===== src/rtl/fifo_port_arbiter.sv =====
// fifo_port_arbiter: shares a FIFO core's write port between NUM_REQ producers
// (round-robin) and drains its read port into a valid/ready output stream.
module fifo_port_arbiter #(
  parameter int unsigned WIDTH     = 8,
  parameter int unsigned NUM_REQ   = 4,
  parameter int unsigned CNT_WIDTH = 16,
  localparam int unsigned GW       = $clog2(NUM_REQ)
) (
  input  logic                     i_clk,
  input  logic                     i_reset,
  input  logic [NUM_REQ-1:0]       i_req_valid,
  input  logic [NUM_REQ*WIDTH-1:0] i_req_data,
  output logic [NUM_REQ-1:0]       o_req_ack,
  input  logic                     i_full,
  input  logic                     i_empty,
  output logic                     o_wr_en,
  output logic [WIDTH-1:0]         o_fifo_input_data,
  output logic                     o_rd_en,
  input  logic [WIDTH-1:0]         i_fifo_output_data,
  output logic                     o_out_valid,
  output logic [WIDTH-1:0]         o_out_data,
  input  logic                     i_out_ready,
  output logic [GW-1:0]            o_last_grant,
  output logic [CNT_WIDTH-1:0]     o_wr_count,
  output logic [CNT_WIDTH-1:0]     o_rd_count
);

  typedef enum logic [1:0] {W_IDLE = 2'd0, W_GRANT = 2'd1, W_HOLD = 2'd2} wstate_t;
  typedef enum logic [1:0] {R_IDLE = 2'd0, R_POP = 2'd1, R_HOLD = 2'd2} rstate_t;

  // write side registers and next values
  wstate_t              r_wstate, w_wstate_nxt;
  logic                 r_wr_en, w_wr_en_nxt;
  logic [WIDTH-1:0]     r_wdata, w_wdata_nxt;
  logic [NUM_REQ-1:0]   r_ack, w_ack_nxt;
  logic [GW-1:0]        r_grant, w_grant_nxt;
  logic [GW-1:0]        r_ptr, w_ptr_nxt;
  logic [CNT_WIDTH-1:0] r_wcnt, w_wcnt_nxt;

  // read side registers and next values
  rstate_t              r_rstate, w_rstate_nxt;
  logic                 r_rd_en, w_rd_en_nxt;
  logic                 r_out_valid, w_out_valid_nxt;
  logic [WIDTH-1:0]     r_out_data, w_out_data_nxt;
  logic [CNT_WIDTH-1:0] r_rcnt, w_rcnt_nxt;

  logic [WIDTH-1:0]     w_req_word [NUM_REQ];
  logic                 w_found;
  logic [GW-1:0]        w_sel;
  logic [GW-1:0]        w_idx;
  logic                 w_out_free;

  for (genvar g = 0; g < NUM_REQ; g++) begin : g_unpack
    assign w_req_word[g] = i_req_data[g*WIDTH +: WIDTH];
  end

  // first requesting channel at or after the round-robin pointer
  always_comb begin
    w_found = 1'b0;
    w_sel   = '0;
    w_idx   = '0;
    for (int unsigned k = 0; k < NUM_REQ; k++) begin
      w_idx = GW'((32'(r_ptr) + k) % NUM_REQ);
      if (!w_found && i_req_valid[w_idx]) begin
        w_found = 1'b1;
        w_sel   = w_idx;
      end
    end
  end

  // write FSM next-state and registered-output values
  always_comb begin
    w_wstate_nxt = r_wstate;
    w_wr_en_nxt  = 1'b0;
    w_ack_nxt    = '0;
    w_wdata_nxt  = r_wdata;
    w_grant_nxt  = r_grant;
    w_ptr_nxt    = r_ptr;
    w_wcnt_nxt   = r_wcnt;
    case (r_wstate)
      W_IDLE: begin
        if (!i_full && w_found) begin
          w_wr_en_nxt      = 1'b1;
          w_wdata_nxt      = w_req_word[w_sel];
          w_ack_nxt[w_sel] = 1'b1;
          w_grant_nxt      = w_sel;
          w_ptr_nxt        = (32'(w_sel) == NUM_REQ - 1) ? '0 : w_sel + GW'(1);
          w_wstate_nxt     = W_GRANT;
        end
      end
      W_GRANT: begin
        w_wcnt_nxt   = r_wcnt + CNT_WIDTH'(1);
        w_wstate_nxt = W_HOLD;
      end
      default: w_wstate_nxt = W_IDLE;
    endcase
  end

  // write FSM state and outputs
  always_ff @(posedge i_clk or posedge i_reset) begin
    if (i_reset) begin
      r_wstate <= W_IDLE;
      r_wr_en  <= 1'b0;
      r_wdata  <= '0;
      r_ack    <= '0;
      r_grant  <= '0;
      r_ptr    <= '0;
      r_wcnt   <= '0;
    end else begin
      r_wstate <= w_wstate_nxt;
      r_wr_en  <= w_wr_en_nxt;
      r_wdata  <= w_wdata_nxt;
      r_ack    <= w_ack_nxt;
      r_grant  <= w_grant_nxt;
      r_ptr    <= w_ptr_nxt;
      r_wcnt   <= w_wcnt_nxt;
    end
  end

  assign w_out_free = !r_out_valid || i_out_ready;

  // read FSM next-state and registered-output values
  always_comb begin
    w_rstate_nxt    = r_rstate;
    w_rd_en_nxt     = 1'b0;
    w_out_valid_nxt = r_out_valid && !i_out_ready;
    w_out_data_nxt  = r_out_data;
    w_rcnt_nxt      = r_rcnt;
    case (r_rstate)
      R_IDLE: begin
        if (!i_empty && w_out_free) begin
          w_out_data_nxt  = i_fifo_output_data;
          w_out_valid_nxt = 1'b1;
          w_rd_en_nxt     = 1'b1;
          w_rstate_nxt    = R_POP;
        end
      end
      R_POP: begin
        w_rcnt_nxt   = r_rcnt + CNT_WIDTH'(1);
        w_rstate_nxt = R_HOLD;
      end
      default: w_rstate_nxt = R_IDLE;
    endcase
  end

  // read FSM state and outputs
  always_ff @(posedge i_clk or posedge i_reset) begin
    if (i_reset) begin
      r_rstate    <= R_IDLE;
      r_rd_en     <= 1'b0;
      r_out_valid <= 1'b0;
      r_out_data  <= '0;
      r_rcnt      <= '0;
    end else begin
      r_rstate    <= w_rstate_nxt;
      r_rd_en     <= w_rd_en_nxt;
      r_out_valid <= w_out_valid_nxt;
      r_out_data  <= w_out_data_nxt;
      r_rcnt      <= w_rcnt_nxt;
    end
  end

  assign o_wr_en           = r_wr_en;
  assign o_fifo_input_data = r_wdata;
  assign o_req_ack         = r_ack;
  assign o_last_grant      = r_grant;
  assign o_wr_count        = r_wcnt;
  assign o_rd_en           = r_rd_en;
  assign o_out_valid       = r_out_valid;
  assign o_out_data        = r_out_data;
  assign o_rd_count        = r_rcnt;

endmodule


===== config.mk =====
export PLATFORM = sky130hd
export DESIGN_NAME = fifo_port_arbiter
export DESIGN_NICKNAME = d
export VERILOG_FILES = /design/src/rtl/fifo_port_arbiter.sv
export SDC_FILE = /design/constraint.sdc
export NUM_CORES = 1
export LEC_CHECK = 0
export ABC_AREA = 1
export CORE_MARGIN = 4
export CORE_UTILIZATION = 50
export DETAILED_ROUTE_END_ITERATION = 8
export PLACE_DENSITY = 0.95
export SYNTH_ARGS = -nofsm -noshare
export SYNTH_HDL_FRONTEND = slang
export SYNTH_SLANG_ARGS = --single-unit
export TNS_END_PERCENT = 1

===== constraint.sdc =====
create_clock -name i_clk -period 3.6 [get_ports i_clk]
set_input_delay 1.08 -clock i_clk [delete_from_list [all_inputs] [get_ports i_clk]]
set_output_delay 1.08 -clock i_clk [all_outputs]
set_load 0.03 [all_outputs]

* After elaboration in Yosys (flattened, before gate mapping)
Index checks and enable logic that the tools add are counted.
** Storage, ports and cells
- Logic and storage cells :: 84
- Bits in registers :: 63
- Output and inout bits :: 57
** Cells by class
- Reductions and logical operators :: 19
- Muxes and demuxes :: 34
- $add $sub $neg :: 6
- $lt $le $gt $ge :: 7
- Eq/ne operators :: 5
- Bitwise operators :: 1
** Operators with widths (number)
- 16-bit by 1-bit adder with 16-bit output (second input constant) :: 2
- 8-bit binary-select mux with 2-bit select :: 1
- 8-bit two-way mux :: 2
- 2-bit by 3-bit < comparator with 1-bit output (second input constant) :: 5
- 1-bit two-way mux :: 15
- 2-bit two-way mux :: 7
- 1-bit binary-select mux with 2-bit select :: 4
- 4-bit two-way mux :: 2
- 2-bit one-hot mux with 2 select lines :: 2
- 1-bit logical AND :: 7
- 1-bit zero test :: 7
- 2-bit by 1-bit adder with 2-bit output (second input constant) :: 2
- 2-bit adder (second input constant) :: 2
- 2-bit by 1-bit == test with 1-bit output (second input constant) :: 2
- 2-bit zero test :: 2
- 2-bit != test (second input constant) :: 2
- 2-bit AND reduction :: 2
- 3-bit greater-or-equal comparator (second input constant) :: 1
- 2-bit inverter with 3-bit output :: 1
- 1-bit demux with 2-bit select :: 1
- 2-bit == test (second input constant) :: 1
- 2-bit by 1-bit greater-or-equal comparator with 1-bit output (second input constant) :: 1
- 1-bit logical OR :: 1

* Logic depth before layout (Yosys ltp)
- Depth in word-level cells :: 18
- Depth in mapped cells :: 15

* Worst setup path after synthesis
No wires, ideal clock.
- Path type :: input to register
- From :: input port i_req_valid[2]
- To :: register r_ptr[1]
- Arrival time :: 2.328 ns
- Required time :: 3.478 ns
- Path buffers :: 0
- Path slack :: 1.150 ns
- Cell stages on the path :: 12
- Cells stage by stage :: inv_1 nand2_1 nand3_2 nand2_2 nor2_8 nand2_1 nand2_1 nor2_4 inv_2 ha_1 nand2_1 o21ai_1
** On the way
- Cells in the longest elaborated chain, start to end :: 14
- Elaborated cells on any way between the ends :: 27
- Those cells by class :: add/sub (1); eq/ne (1); mux (17); reduce/logical (8)
** Ends and longest elaborated chain
- start, declared :: line 11 : input logic [NUM_REQ-1:0] i_req_valid,
- 1-bit binary-select mux with 2-bit select :: line 64 : if (!w_found && i_req_valid[w_idx]) begin
- 1-bit two-way mux (not written as such) :: line 64
- 1-bit two-way mux :: line 64
- 1-bit zero test :: line 64
- 1-bit logical AND :: line 64
- 1-bit two-way mux :: line 64
- 1-bit zero test :: line 64
- 1-bit logical AND :: line 64
- 1-bit two-way mux :: line 64
- 1-bit zero test :: line 64
- 1-bit logical AND :: line 64
- 2-bit two-way mux / 1-bit two-way mux (equally long branches) :: line 64
- 2-bit by 1-bit adder with 2-bit output (tied with other cells) :: line 87 : w_ptr_nxt = (32'(w_sel) == NUM_REQ - 1) ? '0 : w_sel + GW'(1);
- 2-bit two-way mux / 2-bit AND reduction (equally long branches)
- end signal, assigned :: line 115 : r_ptr <= w_ptr_nxt;
- end, declared :: line 37 : logic [GW-1:0] r_ptr, w_ptr_nxt;
Parallel ways exist; a longest one is shown, timed or not. The select of a mux whose other input is x is not followed.
A chain may end at the register's enable or synchronous reset.

* Worst setup path in the final report
Ends and elaborated chain as after synthesis.

==> metrics.csv <==
metric,value,unit
status,finished clean,
dieArea,8000,um^2
nets,538,
initial_utilization,51.9,%
grt_pass1_vias,2831,
hpwl,5.82,mm
cts_hold_buf,0,
slew_headroom,53.1,%
syn_to_final_growth,39.7,%
synth_cell_types,34,
dpl_cell_area,4410,um^2
place.gp.congestion,0.874,
final_max_slew_viol_count,0,
worstPathRequired,3820,ps
pin_count,106,
path_cells,clkdlybuf4s50_1 > inv_1 > nand2_1 > nand3_2 > nand2_2 > nor2_1 > nor2_2 > nand2_4 > nand2_4 > inv_2 > ha_1 > nand2_1 > o21ai_1,
rsz0062_at_grt,no,
avgViaCountPerCell,4.93,
port-buffer-count,105,
regArea,1580,um^2
critPathLaunchType,input pin,
tightest_slew,702,ps
fill_cells,476,
post-route-period-util,79.3,%
grt_pass1_wl,12.3,mm
multiInputGateArea,1490,um^2
first_pass_iters,4,
die_h,89.4,um
arrival,3080,ps
grt_max_degree,36,
num_rows,29,
drcViolationCount,0,
vias,2800,
cts_buffers,9,
cp_slowest_cell,clkdlybuf4s50_1,
post_cts_buffers,0,
routedWlPerCell,13.3,um
ir_drop,0.428,mV
p_per_area,817,nW/um^2
finalHoldViolations,0,
finalSetupViolCount,0,
clock-root-buffer,clkbuf_8,
ys_seq_elements,63,
layout_common_cells,"clkdlybuf4s50_1, nand2_1, dfrtp_1, nand3_1, inv_1",
crit_type,input pin to register,
syn-num-nets,426,
overflow,0,
cts_sinks,63,
crit_family,simple AND/OR/NAND/NOR gates,
fmax,350,MHz
min_path_type,register to register,
syn_avg_cell_area,8.87,um^2
cts_resized,0,
stdcell_area,4630,um^2
die_w,89.4,um
clock_path_buffers,2,
htree_levels,3,
final_antenna_net_count,0,
drtIter0Drc,97,
totalWireLength,7.57,mm
final_cells,568,
period_needed,2850,ps
total_power,3.78,mW
max_stage_delay,490,ps
antenna_found_initial,0,
syn_area,3320,um^2
clk_latency,340,ps
tns,0,ps
track_usage,20.0,%
cts_tree,yes,
synth_edf_count,0,
core_area,6390,um^2
ys_warn_count,0,
synth-main-ff-cell,dfrtp_1,
drv_cap,0,
final_util,72.5,%
ys_seq_area_share,47.5,%
async_flop_share,100,%
cp_max_fo,20,
end_kind,register,
final_common_cell,clkdlybuf4s50_1,
dp_cells,552,
diodes,0,
skew,11.7,ps
synthCells,374,
drive_above_1_share,14.7,%
timing.critical_path.buf_inv,3,
leakage,2.27,nW
clkTransAtPathRegs,70,ps
[tightest hold or removal path, cell delays in order (launching register included)]
cell,delay (ps)
dfrtp_1,340
nand2_1,50
nand2_1,50
[power breakdown]
part           switching (mW)  internal, mW  total (mW)
Sequential              0.169         0.906        1.08
Clock                   0.284         0.390       0.674
Combinational            1.29         0.743        2.03
[through the flow]
stage | worst slack [ps] | hold slack (ps)
global placement | 494 | 454
finish | 747 | 473
CTS | 762 | 477
global route | 611 | 500
floorplan | 950 | 456
detailed placement | 398 | 459
[cell families after synthesis]
group,synth area share (%)
simple gates,34.7
xor+xnor,7.40
buf+inv,7.47
fa+ha+maj,1.13
compound gates,1.74
flops,47.5
[per-layer routing]
metal	vias up	routed length [um]	global-route usage (%)
li1	1402	-	-
met1	1280	3120	23.2
met2	102	3810	34.0
met3	16	488	5.16
met4	0	146	10.6
met5	-	0	0
[synth_stat cells (all sizes together), types with 3 or more instances]
library cell  instances  area share (%)
nor2                 26             4.4
inv                  46             5.2
xnor2                10             2.6
xor2                 18             4.8
buf                   7             2.3
nand2               120              17
nand3b                9             2.4
nor3                  7             1.5
nand4                 4            0.75
ha                    3             1.1
dfrtp                63              48
nand3                49             8.2
o21ai                 4            0.72
[state kept, by name, indices dropped and copies added, names as in the netlist]
register,count
r_wstate,2
o_out_data,8
o_rd_count,16
o_req_ack,4
o_wr_count,16
o_rd_en,1
o_out_valid,1
o_fifo_input_data,8
o_last_grant,2
r_ptr,2
o_wr_en,1
r_rstate,2
[cell type report]
cell class	count	area share [%]
clock buffers	9	2.67
multi-input cells	258	32.2
well taps	77	2.08
repair buffers	108	23.2
clock inverters	7	2.11
flip-flops and latches	63	34.0
inverters	46	3.73
[path summary, 6_finish.rpt]
path | from | to | slack, ps | cells past startpoint
hold reg to reg | o_out_data[3] | o_out_data[3] | 470 | 2
setup / recovery | i_req_valid[2] | r_ptr[1] | 750 | 13
setup reg to reg | r_ptr[0] | r_ptr[1] | 1140 | 12
min in group asynchronous | i_reset | o_wr_count[11] | 1170 | 2
hold / removal | o_out_data[3] | o_out_data[3] | 470 | 2
max in group asynchronous | i_reset | o_out_valid | 1730 | 3
No activity file was read; power rests on OpenSTA's default activity.
